===== src/rtl/vga_vram_ctrl.sv =====
// VGA VRAM responder: serves display pixel reads from async 16-bit SRAM and retires
// buffered core pixel writes when no read is pending. Optional fill engine: VRAM_CLEAR_EN.
module vga_vram_ctrl #(
    parameter int unsigned PWIDTH      = 8,
    parameter int unsigned AWIDTH      = 19,
    parameter int unsigned SWIDTH      = 16,
    parameter int unsigned WFIFO_DEPTH = 8
) (
    input  logic              clk_core,
    input  logic              rst_core,
    input  logic              vram_rd,
    input  logic [AWIDTH-1:0] vram_addr,
    output logic              vram_busy,
    output logic [PWIDTH-1:0] vram_data,
    output logic              vram_vld,
    input  logic              wr_req,
    input  logic [AWIDTH-1:0] wr_addr,
    input  logic [PWIDTH-1:0] wr_data,
    output logic              wr_ready,
    output logic              wr_idle,
`ifdef VRAM_CLEAR_EN
    input  logic              clr_start,
    input  logic [PWIDTH-1:0] clr_color,
    output logic              clr_busy,
`endif
    output logic [AWIDTH-2:0] sram_addr,
    input  logic [SWIDTH-1:0] sram_dq_i,
    output logic [SWIDTH-1:0] sram_dq_o,
    output logic              sram_dq_oe,
    output logic              sram_ce_n,
    output logic              sram_oe_n,
    output logic              sram_we_n,
    output logic              sram_ub_n,
    output logic              sram_lb_n
);

    localparam int unsigned PTRW = $clog2(WFIFO_DEPTH);
    localparam int unsigned CNTW = PTRW + 1;
    localparam int unsigned REP  = SWIDTH / PWIDTH;

    typedef enum logic [1:0] {StIdle, StRead, StWrSetup, StWrPulse} state_e;

    state_e            state_q;
    logic              rd_lsb_q;

    logic [AWIDTH-1:0] fifo_addr [WFIFO_DEPTH];
    logic [PWIDTH-1:0] fifo_data [WFIFO_DEPTH];
    logic [PTRW-1:0]   wptr_q, rptr_q;
    logic [CNTW-1:0]   count_q;

    logic              fifo_full, fifo_nempty;
    logic              push, pop, arb, wr_avail, wr_go;
    logic [AWIDTH-1:0] head_addr;
    logic [PWIDTH-1:0] head_data;

    assign fifo_full   = (count_q == CNTW'(WFIFO_DEPTH));
    assign fifo_nempty = (count_q != '0);
    assign head_addr   = fifo_addr[rptr_q];
    assign head_data   = fifo_data[rptr_q];

    assign arb   = (state_q == StIdle) || (state_q == StRead);
    assign pop   = arb && !vram_rd && fifo_nempty;
    assign wr_go = arb && !vram_rd && wr_avail;
    assign push  = wr_req && wr_ready;

    assign vram_busy = (state_q == StWrSetup) || (state_q == StWrPulse);
    assign wr_idle   = !fifo_nempty && !vram_busy;
    assign sram_ce_n = 1'b0;

`ifdef VRAM_CLEAR_EN
    logic              clr_busy_q, clr_issued_q, wr_is_clr_q;
    logic [AWIDTH-2:0] clr_addr_q;
    logic [PWIDTH-1:0] clr_color_q;
    logic              clr_want;

    assign clr_want = clr_busy_q && !clr_issued_q;
    assign wr_avail = fifo_nempty || clr_want;
    assign wr_ready = !fifo_full && !clr_busy_q;
    assign clr_busy = clr_busy_q;

    // Fill engine; the FIFO keeps precedence so a write racing clr_start still retires in order.
    always_ff @(posedge clk_core or negedge rst_core) begin
        if (!rst_core) begin
            clr_busy_q   <= 1'b0;
            clr_issued_q <= 1'b0;
            wr_is_clr_q  <= 1'b0;
            clr_addr_q   <= '0;
            clr_color_q  <= '0;
        end else begin
            if (clr_start && wr_idle && !clr_busy_q) begin
                clr_busy_q   <= 1'b1;
                clr_issued_q <= 1'b0;
                clr_addr_q   <= '0;
                clr_color_q  <= clr_color;
            end
            if (wr_go) begin
                wr_is_clr_q <= !fifo_nempty;
                if (!fifo_nempty) begin
                    if (clr_addr_q == '1) clr_issued_q <= 1'b1;
                    else clr_addr_q <= clr_addr_q + 1'b1;
                end
            end
            if (state_q == StWrPulse && wr_is_clr_q && clr_issued_q) clr_busy_q <= 1'b0;
        end
    end
`else
    assign wr_avail = fifo_nempty;
    assign wr_ready = !fifo_full;
`endif

    always_ff @(posedge clk_core) begin
        if (push) begin
            fifo_addr[wptr_q] <= wr_addr;
            fifo_data[wptr_q] <= wr_data;
        end
    end

    always_ff @(posedge clk_core or negedge rst_core) begin
        if (!rst_core) begin
            wptr_q  <= '0;
            rptr_q  <= '0;
            count_q <= '0;
        end else begin
            if (push) wptr_q <= wptr_q + 1'b1;
            if (pop) rptr_q <= rptr_q + 1'b1;
            if (push && !pop) count_q <= count_q + 1'b1;
            else if (!push && pop) count_q <= count_q - 1'b1;
        end
    end

    always_ff @(posedge clk_core or negedge rst_core) begin
        if (!rst_core) begin
            state_q    <= StIdle;
            rd_lsb_q   <= 1'b0;
            vram_vld   <= 1'b0;
            vram_data  <= '0;
            sram_addr  <= '0;
            sram_dq_o  <= '0;
            sram_dq_oe <= 1'b0;
            sram_oe_n  <= 1'b1;
            sram_we_n  <= 1'b1;
            sram_ub_n  <= 1'b1;
            sram_lb_n  <= 1'b1;
        end else begin
            vram_vld <= 1'b0;
            // SRAM data is valid by the end of the READ cycle; capture the addressed lane.
            if (state_q == StRead) begin
                vram_vld  <= 1'b1;
                vram_data <= rd_lsb_q ? sram_dq_i[2*PWIDTH-1:PWIDTH] : sram_dq_i[PWIDTH-1:0];
            end
            unique case (state_q)
                StIdle, StRead: begin
                    if (vram_rd) begin
                        state_q    <= StRead;
                        sram_addr  <= vram_addr[AWIDTH-1:1];
                        rd_lsb_q   <= vram_addr[0];
                        sram_oe_n  <= 1'b0;
                        sram_ub_n  <= 1'b0;
                        sram_lb_n  <= 1'b0;
                        sram_dq_oe <= 1'b0;
                        sram_we_n  <= 1'b1;
                    end else if (wr_avail) begin
                        state_q    <= StWrSetup;
                        sram_oe_n  <= 1'b1;
                        sram_dq_oe <= 1'b1;
                        sram_we_n  <= 1'b1;
                        if (fifo_nempty) begin
                            sram_addr <= head_addr[AWIDTH-1:1];
                            sram_dq_o <= {REP{head_data}};
                            sram_ub_n <= ~head_addr[0];
                            sram_lb_n <= head_addr[0];
                        end
`ifdef VRAM_CLEAR_EN
                        else begin
                            sram_addr <= clr_addr_q;
                            sram_dq_o <= {REP{clr_color_q}};
                            sram_ub_n <= 1'b0;
                            sram_lb_n <= 1'b0;
                        end
`endif
                    end else begin
                        state_q    <= StIdle;
                        sram_oe_n  <= 1'b1;
                        sram_ub_n  <= 1'b1;
                        sram_lb_n  <= 1'b1;
                        sram_dq_oe <= 1'b0;
                        sram_we_n  <= 1'b1;
                    end
                end
                StWrSetup: begin
                    state_q   <= StWrPulse;
                    sram_we_n <= 1'b0;
                end
                StWrPulse: begin
                    // Always pass through IDLE so the bus turns around before the next access.
                    state_q    <= StIdle;
                    sram_we_n  <= 1'b1;
                    sram_dq_oe <= 1'b0;
                    sram_ub_n  <= 1'b1;
                    sram_lb_n  <= 1'b1;
                end
                default: state_q <= StIdle;
            endcase
        end
    end

endmodule


===== config.mk =====
export PLATFORM = sky130hd
export DESIGN_NAME = vga_vram_ctrl
export DESIGN_NICKNAME = d
export VERILOG_FILES = /design/src/rtl/vga_vram_ctrl.sv
export SDC_FILE = /design/constraint.sdc
export NUM_CORES = 1
export LEC_CHECK = 0
export BUFFER_PORTS_ARGS = -buffer_cell sky130_fd_sc_hd__buf_2
export CAP_MARGIN = 20
export CORE_UTILIZATION = 50
export DETAILED_ROUTE_END_ITERATION = 12
export PLACE_DENSITY_LB_ADDON = 0.3
export SYNTH_ARGS = -nofsm -noshare
export SYNTH_HDL_FRONTEND = slang
export SYNTH_SLANG_ARGS = --single-unit

===== constraint.sdc =====
create_clock -name clk_core -period 7.4 [get_ports clk_core]
set_input_delay 0.74 -clock clk_core [delete_from_list [all_inputs] [get_ports clk_core]]
set_output_delay 0.74 -clock clk_core [all_outputs]
set_load 0.01 [all_outputs]

==> metrics.txt, run 1 <==
Worst Path Arrival 3.76 ns; number of core rows 53; worst r2r src count_q[1]; Initial Utilization 0.5092; Critical Path Fanout Max 21; most used cell, CP ha_1; fin crit period 3.364 ns; Worst Tran Pin Value 1.034 ns; largest net degree at the start of global routing 57; H-tree depth 1; IO buf count 116; routability cong. 0.7553; Sw Pwr 1.493 mW; Worst path slowest cell or4_1; Final period util 0.4546; CTS clk-pin slew, worst paths 0.06 ns; power share of the sequential group 0.450; Clock Power Share 0.267; Synth cell types 37; Critical path destination count_q[3]; Switching Share 0.3032; CTS Hold Bufs 0; R2R Setup Slk 4.04 ns; Setup-failing EPs final 0; pwr/cell area 398.5 mW/mm2; Worst EP required 7.80 ns; final instance area 0.01236 mm2; buffer depth of the longest clock path 3; crit path launch type register; setup_tns 0 ns; number of global-route vias before repair 5531; Post-Syn Instances 551; DRT Wirelength 20.45 mm; final hold violation count 0; Slew Limit Fails 0; Post-Syn Nets 623; setup repair bufs after CTS 0; DRC viols 0; top cell type by total area after synthesis edfxtp_1; Yosys Warn Count 0; FILL cells 1589; vias per cell 5.546; cells along the critical path or4_1 > nand2_1 > ha_1 > inv_1 > ha_1 > a21o_1 > a2111oi_0 > o31ai_1; worst relative slew slack 0.3091; register bit count reported by yosys 269; DIE AREA 0.02193 mm2; Setup crit start count_q[1]; I/O pin total 118; CTS tree yes; Max stage delay on crit path 0.68 ns; r2r endpoint count_q[3]; clk sinks 269; GRT overflow 0; kind of critical path reg2reg; die height 148.1 um; syn avg cell area 19.37 um2; Max Freq 297.2 MHz; initial antenna violation count 2; GRT Total Usage 0.1934; DR WL/cell 21.17 um; P_int 3.432 mW; ANT nets after route 0; Peak VDD IR 0.2392 mV; Resized cells post-CTS 0; Layout Area Growth over Synthesis 15.83%; clk_skew 0.01604 ns; Final #Nets 740; CTS buffer count 27; ratio of cells with drive above 1 in the final layout 0.3483; placed inst area 0.01147 mm2; worst skew pair latency 0.54 ns; first-pass GRT wire length 31.42 mm; Detail Placement HPWL 11.67 mm; R2R depth 8; outcome completed; worst hold path type in2async; max-cap check violation count 0; top cell type's share of synthesized area 0.6079; cell at the root of the clock tree clkbuf_16; Chip Width 148.1 um; Initial DRT Pass Iterations 4; dominant cells by area after synthesis edfxtp_1 61%, dfrtp_1 11%, mux4_2 7.6%; setup repair after global routing missed its margin false; Post-Syn Area 0.01067 mm2; total number of vias 5357; P_leak 4.548 nW; number of DRC markers in iteration 0 333; Core Area 0.02096 mm2; CP endpoint kind register; sequential fraction of the synthesis area 0.7326; Comb pwr share 0.283
[synthesized netlist by cell type (all sizes together)]
cell type	instances
nor2	8
or4	1
conb	1
a21oi	2
ha	5
a211oi	1
a2111oi	1
o21ai	37
inv	4
edfxtp	216
nor4	1
nand3	1
o21a	1
nor2b	2
a21o	2
clkbuf	10
dfstp	4
o31ai	1
mux4	54
xnor2	5
nand2b	5
dfrtp	49
o21bai	1
nor3	8
xor2	1
nand2	44
fa	1
mux2i	35
mux2	23
buf	27
[cell usage in the layout, fill, tap and decap left out, types with 5 or more instances in the layout]
cell type,synthesis,routed
mux2_2,23,23
ha_1,5,5
clkbuf_8,0,5
o21ai_0,25,25
mux4_2,36,36
nor2_1,8,5
nand2_1,44,44
mux2i_1,35,35
clkbuf_1,9,10
mux4_1,18,18
clkbuf_16,0,27
xnor2_1,5,5
buf_2,12,116
dfrtp_1,49,46
o21ai_1,12,12
edfxtp_1,216,216
nand2b_1,5,5
buf_4,10,8
[logic make-up (layout without fill, tap and decap cells)]
family,count (synthesis),count (layout),share of synthesized area
DFF,269,269,0.7326
xor gates and xnor gates,6,6,0.004925
AOI/OAI and AO/OA,46,46,0.02486
buffers and inverters,41,179,0.02415
other,1,3,0.0003514
adders and majority gates,6,6,0.007739
muxes,112,112,0.1774
and+or+nand+nor,70,70,0.02791
[per-stage QoR]
stage / utilization / power [mW] / setup slack [ns] / hold slack [ns] / cells
6_report: 0.5898 / 4.925 / 4.036 / 0.3679 / 966
2_1_floorplan: - / 3.238 / 3.482 / 0.4350 / 551
5_1_grt: 0.5896 / 5.179 / 3.810 / 0.4235 / 964
4_1_cts: 0.5882 / 4.964 / 4.027 / 0.3825 / 963
3_5_place_dp: 0.5472 / 3.652 / 3.589 / 0.4648 / 913
3_3_place_gp: 0.5472 / 3.583 / 3.668 / 0.4561 / 913
[final cells by class]
type | instances | area, um2 | share of cell area
well taps | 275 | 344.1 | 0.02784
diodes | 2 | 5.005 | 0.0004049
flip-flops and latches | 269 | 7824 | 0.6330
multi-input cells | 241 | 2644 | 0.2139
clock inverters | 8 | 77.57 | 0.006277
clock buffers | 42 | 782.0 | 0.06327
repair buffers | 125 | 668.1 | 0.05406
inverters | 4 | 15.01 | 0.001215
[metal layers]
| layer | track usage | wire, um | vias to the layer above |
|---|---|---|---|
| met1 | 0.2533 | 8639 | 2733 |
| met4 | 0.05928 | 555 | 0 |
| li1 | - | - | 2411 |
| met3 | 0.03558 | 1182 | 41 |
| met5 | 0 | 0 | - |
| met2 | 0.3308 | 10080 | 172 |
[registers in the layout, indices dropped and copies added (netlist names)]
| signal | cells |
|---|---|
| sram_dq_oe | 1 |
| sram_we_n | 1 |
| vram_vld | 1 |
| sram_dq_o | 8 |
| wptr_q | 3 |
| vram_data | 8 |
| sram_addr | 18 |
| rd_lsb_q | 1 |
| state_q | 2 |
| sram_oe_n | 1 |
| fifo_data | 64 |
| sram_lb_n | 1 |
| sram_ub_n | 1 |
| count_q | 4 |
| rptr_q | 3 |
| fifo_addr | 152 |
[power groups by stage]
| stage | clock network, mW | logic, mW | registers (mW) |
|---|---|---|---|
| floorplan | 0 | 1.07 | 2.17 |
| global placement | 0 | 1.28 | 2.30 |
| detailed placement | 0 | 1.33 | 2.33 |
| CTS | 1.34 | 1.33 | 2.30 |
| global route | 1.39 | 1.53 | 2.26 |
| finish | 1.32 | 1.39 | 2.22 |
[critical path, delay by kind of cell (launching register included)]
kind | cells | cell delay (ns)
adder cells (fa/ha/maj) | 2 | 0.63
AO/OA/AOI/OAI | 3 | 0.76
buffers and inverters | 1 | 0.12
flip-flops | 1 | 0.44
AND/OR/NAND/NOR | 2 | 1.28
[worst min path at each step]
stage,endpoint,slack (ns)
6_report,sram_addr[17],0.37
2_1_floorplan,state_q[0],0.43
4_1_cts,wptr_q[1],0.38
5_1_grt,sram_addr[8],0.42
3_3_place_gp,sram_addr[7],0.46
3_5_place_dp,sram_addr[7],0.46
No activity file was read; power rests on OpenSTA's default activity.
==> inputs of run 2 (changes only) <==
Clock period 7.4 ns to 2.9 ns, I/O delays scaled along.
==> metrics.txt, run 2 (synthesis results as in run 1) <==
Initial Utilization 0.5092; P_int 8.759 mW; I/O pin total 118; Final #Nets 757; r2r endpoint count_q[3]; Ant. Diodes 0; number of DRC markers in iteration 0 367; Comb pwr share 0.298; CTS tree yes; R2R depth 11; Worst Tran Pin Value 0.6238 ns; H-tree depth 1; setup repair bufs after CTS 0; P_leak 4.632 nW; pwr/cell area 1005 mW/mm2; fin crit period 2.716 ns; Setup crit start count_q[0]; Initial DRT Pass Iterations 4; max-cap check violation count 0; total number of vias 5310; setup_tns 0 ns; vias per cell 5.424; power share of the sequential group 0.448; IO buf count 116; DIE AREA 0.02193 mm2; GRT overflow 0; crit path launch type register; most common cell after layout, fill and taps aside edfxtp_1; Sw Pwr 3.809 mW; Slew Limit Fails 0; DRT Wirelength 20.49 mm; Final period util 0.9365; Worst Path Arrival 3.10 ns; clk_skew 0.009312 ns; ANT nets after route 0; R2R Setup Slk 0.18 ns; Setup-failing EPs final 0; Max Freq 368.2 MHz; worst r2r src count_q[0]; die height 148.1 um; clk sinks 269; final worst setup slack 0.1842 ns; number of global-route vias before repair 5638; CTS clk-pin slew, worst paths 0.06 ns; Peak VDD IR 0.6628 mV; Clock Power Share 0.254; CP endpoint kind register; Layout Area Growth over Synthesis 17.24%; pre-CTS setup slack 0.09311 ns; Detail Placement HPWL 12.64 mm; Worst EP required 3.29 ns; worst hold path type in2reg; final hold violation count 0; Critical Path Fanout Max 5; Core Area 0.02096 mm2; Worst path slowest cell dfrtp_1; most frequent cells in the layout 216 x edfxtp_1, 116 x buf_2, 46 x dfrtp_1, 43 x nand2_1, 36 x mux4_2; cells along the critical path nor3_1 > nand2_1 > nand2_2 > inv_1 > ha_1 > inv_1 > ha_1 > a21o_1 > a21oi_1 > mux2i_1 > o31ai_1; DRC viols 0; buffer depth of the longest clock path 3; worst skew pair latency 0.52 ns; kind of critical path reg2reg; Largest register FFs 152; Top reg by flops fifo_addr; DR WL/cell 20.93 um; GRT Total Usage 0.1966; CTS buffer count 27; worst relative slew slack 0.5841; Hold Worst Slack 0.03153 ns; initial antenna violation count 1; Max stage delay on crit path 0.45 ns; Critical path destination count_q[3]; Switching Share 0.3031; setup repair after global routing missed its margin false; Regs by FF count fifo_addr (152), fifo_data (64), sram_addr (18); number of core rows 53; cell at the root of the clock tree clkbuf_16; outcome completed; first-pass GRT wire length 32.23 mm; largest net degree at the start of global routing 44; Chip Width 148.1 um; routability cong. 0.7097; ratio of cells with drive above 1 in the final layout 0.3651
-- run 2: layer usage --
layer / track usage / wire length, um / vias up
met1: 0.2654 / 8878 / 2707
met4: 0.04897 / 360 / 2
met5: 0 / 13 / -
li1: - / - / 2434
met3: 0.03160 / 876 / 34
met2: 0.3362 / 10360 / 133
-- run 2: area by class of cell --
cell class	instances	area, um2
repair buffers	142	843.3
multi-input cells	241	2668
clock inverters	7	40.04
inverters	4	15.01
clock buffers	41	775.7
flip-flops and latches	269	7824
fillers	1562	8446
well taps	275	344.1
-- run 2: worst min path at each step --
stage / start / to / depth (start not counted)
floorplan: rst_core / count_q[0] / 0
global placement: rst_core / vram_data[0] / 1
detailed placement: rst_core / vram_data[5] / 1
CTS: wr_addr[15] / fifo_addr[0][15] / 1
global route: wr_addr[8] / fifo_addr[0][8] / 1
finish: wr_addr[1] / fifo_addr[3][1] / 1
-- run 2: per-stage QoR --
stage	power, mW	instances	area [um2]	utilization
2_1_floorplan	8.267	551	10680	-
3_3_place_gp	9.336	929	11660	0.5567
3_5_place_dp	9.510	929	11660	0.5567
4_1_cts	12.72	979	12500	0.5965
5_1_grt	13.25	979	12510	0.5970
6_report	12.57	979	12510	0.5970
-- run 2: timing repair --
action	in CTS	in global routing
setup endpoints to repair	0	1
endpoints found under the hold margin	11	0
hold buffers	2	0
resized for setup	0	3
-- run 2: worst max-delay path, delay by kind of cell (launching register included) --
| family | cells | cell delay (ns) |
|---|---|---|
| simple gates | 3 | 0.46 |
| flops | 1 | 0.45 |
| compound gates | 3 | 0.52 |
| fa+ha+maj | 2 | 0.57 |
| mux | 1 | 0.23 |
| buf+inv | 2 | 0.34 |
-- run 2: power by group through the flow --
stage          logic (mW)  registers (mW)  clock network, mW
6_report             3.75            5.63               3.20
5_1_grt              4.10            5.74               3.41
4_1_cts              3.81            5.65               3.26
3_5_place_dp         3.79            5.71                  0
3_3_place_gp         3.69            5.64                  0
2_1_floorplan        2.72            5.54                  0
==> inputs of run 3 (changes only) <==
--- a/config.mk
+++ b/config.mk
@@ -9,4 +9,6 @@
 export CAP_MARGIN = 20
 export CORE_UTILIZATION = 50
+export CTS_BUF_LIST = sky130_fd_sc_hd__clkbuf_4 sky130_fd_sc_hd__clkbuf_8
+export CTS_CLUSTER_DIAMETER = 80
 export DETAILED_ROUTE_END_ITERATION = 12
 export PLACE_DENSITY_LB_ADDON = 0.3
==> constraint.sdc (replaced) <==
create_clock -name clk_core -period 2.9 [get_ports clk_core]
set_input_delay 0.58 -clock clk_core [delete_from_list [all_inputs] [get_ports clk_core]]
set_output_delay 0.58 -clock clk_core [all_outputs]
set_load 0.01 [all_outputs]
==> metrics.txt, run 3 (synthesis results as in run 1) <==
Initial DRT Pass Iterations 4; most frequent cells in the layout 216 x edfxtp_1, 116 x buf_2, 54 x clkbuf_8, 46 x dfrtp_1, 43 x nand2_1; final worst setup slack 0.1127 ns; Worst Tran Pin Value 0.5707 ns; CP Depth 10; IO buf count 116; worst hold path type in2reg; worst r2r src count_q[0]; total number of vias 5491; DRT Wirelength 20.86 mm; GRT overflow 0; Chip Width 148.1 um; Critical path destination count_q[3]; CTS tree yes; Critical Path Fanout Max 5; Worst EP required 3.31 ns; Max stage delay on crit path 0.44 ns; Setup crit start count_q[0]; Final #Nets 774; fin crit period 2.787 ns; Crit path max-delay family compound AO/OA/AOI/OAI gates; Detail Placement HPWL 12.71 mm; ANT nets after route 0; I/O pin total 118; pwr/cell area 1015 mW/mm2; Regs by FF count fifo_addr (152), fifo_data (64), sram_addr (18); DIE AREA 0.02193 mm2; buffer depth of the longest clock path 3; GRT Total Usage 0.1976; routability cong. 0.7420; die height 148.1 um; Initial Utilization 0.5092; cells along the critical path nor3_1 > nand2_1 > nand2_2 > inv_1 > ha_1 > inv_1 > ha_1 > a21o_1 > a2111oi_2 > o31ai_1; R2R depth 10; H-tree depth 2; crit path launch type register; Slew Limit Fails 0; number of core rows 53; setup repair bufs after CTS 0; max-cap check violation count 0; Core Area 0.02096 mm2; vias per cell 5.426; number of DRC markers in iteration 0 272; Largest register FFs 152; FILL cells 1554; Setup-failing EPs final 0; most common cell after layout, fill and taps aside edfxtp_1; pre-CTS setup slack -0.09100 ns; initial antenna violation count 1; post-placement cell count 931; P_leak 4.737 nW; R2R Setup Slk 0.11 ns; CTS buffer count 43; final hold violation count 0; Final period util 0.9612; CTS clk-pin slew, worst paths 0.06 ns; Layout Area Growth over Synthesis 18.26%; Worst Path Arrival 3.19 ns; DRC viols 0; DR WL/cell 20.61 um; CP endpoint kind register; Worst path slowest cell dfrtp_1; Non-Filler Instances 1012; outcome completed; Buf/Inv on CP 2; Peak VDD IR 0.4717 mV; clk sinks 269; worst relative slew slack 0.6195; hold depth 2; Top reg by flops fifo_addr; number of global-route vias before repair 5845; first-pass GRT wire length 32.21 mm; Ant. Diodes 0; r2r endpoint count_q[3]; clk_skew 0.01932 ns; Max Freq 358.8 MHz; ratio of cells with drive above 1 in the final layout 0.4057; kind of critical path reg2reg; worst skew pair latency 0.54 ns; cell at the root of the clock tree clkbuf_8; largest net degree at the start of global routing 37
run 3: cell types whose count changed in the layout (fill, tap and decap cells not counted):
| cell | previous run | this run |
|---|---|---|
| bufinv_16 | 0 | 1 |
| clkinv_2 | 4 | 6 |
| clkbuf_4 | 2 | 15 |
| buf_12 | 5 | 3 |
| buf_4 | 19 | 23 |
| clkbuf_16 | 27 | 0 |
| clkbuf_1 | 8 | 0 |
| dlygate4sd3_1 | 2 | 1 |
| inv_6 | 1 | 2 |
| clkbuf_8 | 4 | 54 |
run 3: timing repair:
action                                  in CTS  in global routing
endpoints found under the hold margin       14                  0
resized for setup                            2                  1
pin swaps                                    0                  0
endpoints found under the setup margin       1                  1
hold buffers                                 1                  0
run 3: final cells by class:
type / instances / area (um2) / area share
flip-flops and latches: 269 / 7824 / 0.6200
multi-input cells: 241 / 2668 / 0.2114
clock buffers: 69 / 855.8 / 0.06782
repair buffers: 143 / 823.3 / 0.06525
well taps: 275 / 344.1 / 0.02727
inverters: 4 / 15.01 / 0.001190
clock inverters: 11 / 88.84 / 0.007040
run 3: how the worst min path moves through the flow:
stage | start | endpoint | slack, ns
2_1_floorplan | rst_core | count_q[0] | 0.28
3_3_place_gp | state_q[0] | state_q[0] | 0.45
3_5_place_dp | state_q[0] | state_q[0] | 0.46
4_1_cts | vram_addr[0] | rd_lsb_q | 0.26
5_1_grt | vram_addr[0] | rd_lsb_q | 0.27
6_report | vram_addr[0] | rd_lsb_q | 0.28
run 3: where the power goes:
part,internal (mW),switching (mW)
Combinational,1.88,1.99
Clock,1.97,1.43
Sequential,5.05,0.484
run 3: per-layer routing:
metal	part of all wire	global-route usage	up-vias
met1	0.45	0.2716	2821
met2	0.49	0.3218	155
met5	0.00062	0	-
li1	-	-	2482
met4	0.015	0.05722	2
met3	0.048	0.04141	31
run 3: stage by stage:
| stage | TNS, ns | instance area (um2) | total power, mW | hold slack (ns) | util |
|---|---|---|---|---|---|
| floorplan | -17.11 | 10680 | 8.267 | 0.2844 | - |
| global placement | 0 | 11650 | 9.341 | 0.4529 | 0.5562 |
| detailed placement | -0.09100 | 11650 | 9.528 | 0.4642 | 0.5562 |
| CTS | 0 | 12610 | 12.95 | 0.2607 | 0.6019 |
| global route | -0.005567 | 12620 | 13.49 | 0.2737 | 0.6022 |
| finish | 0 | 12620 | 12.81 | 0.2824 | 0.6022 |
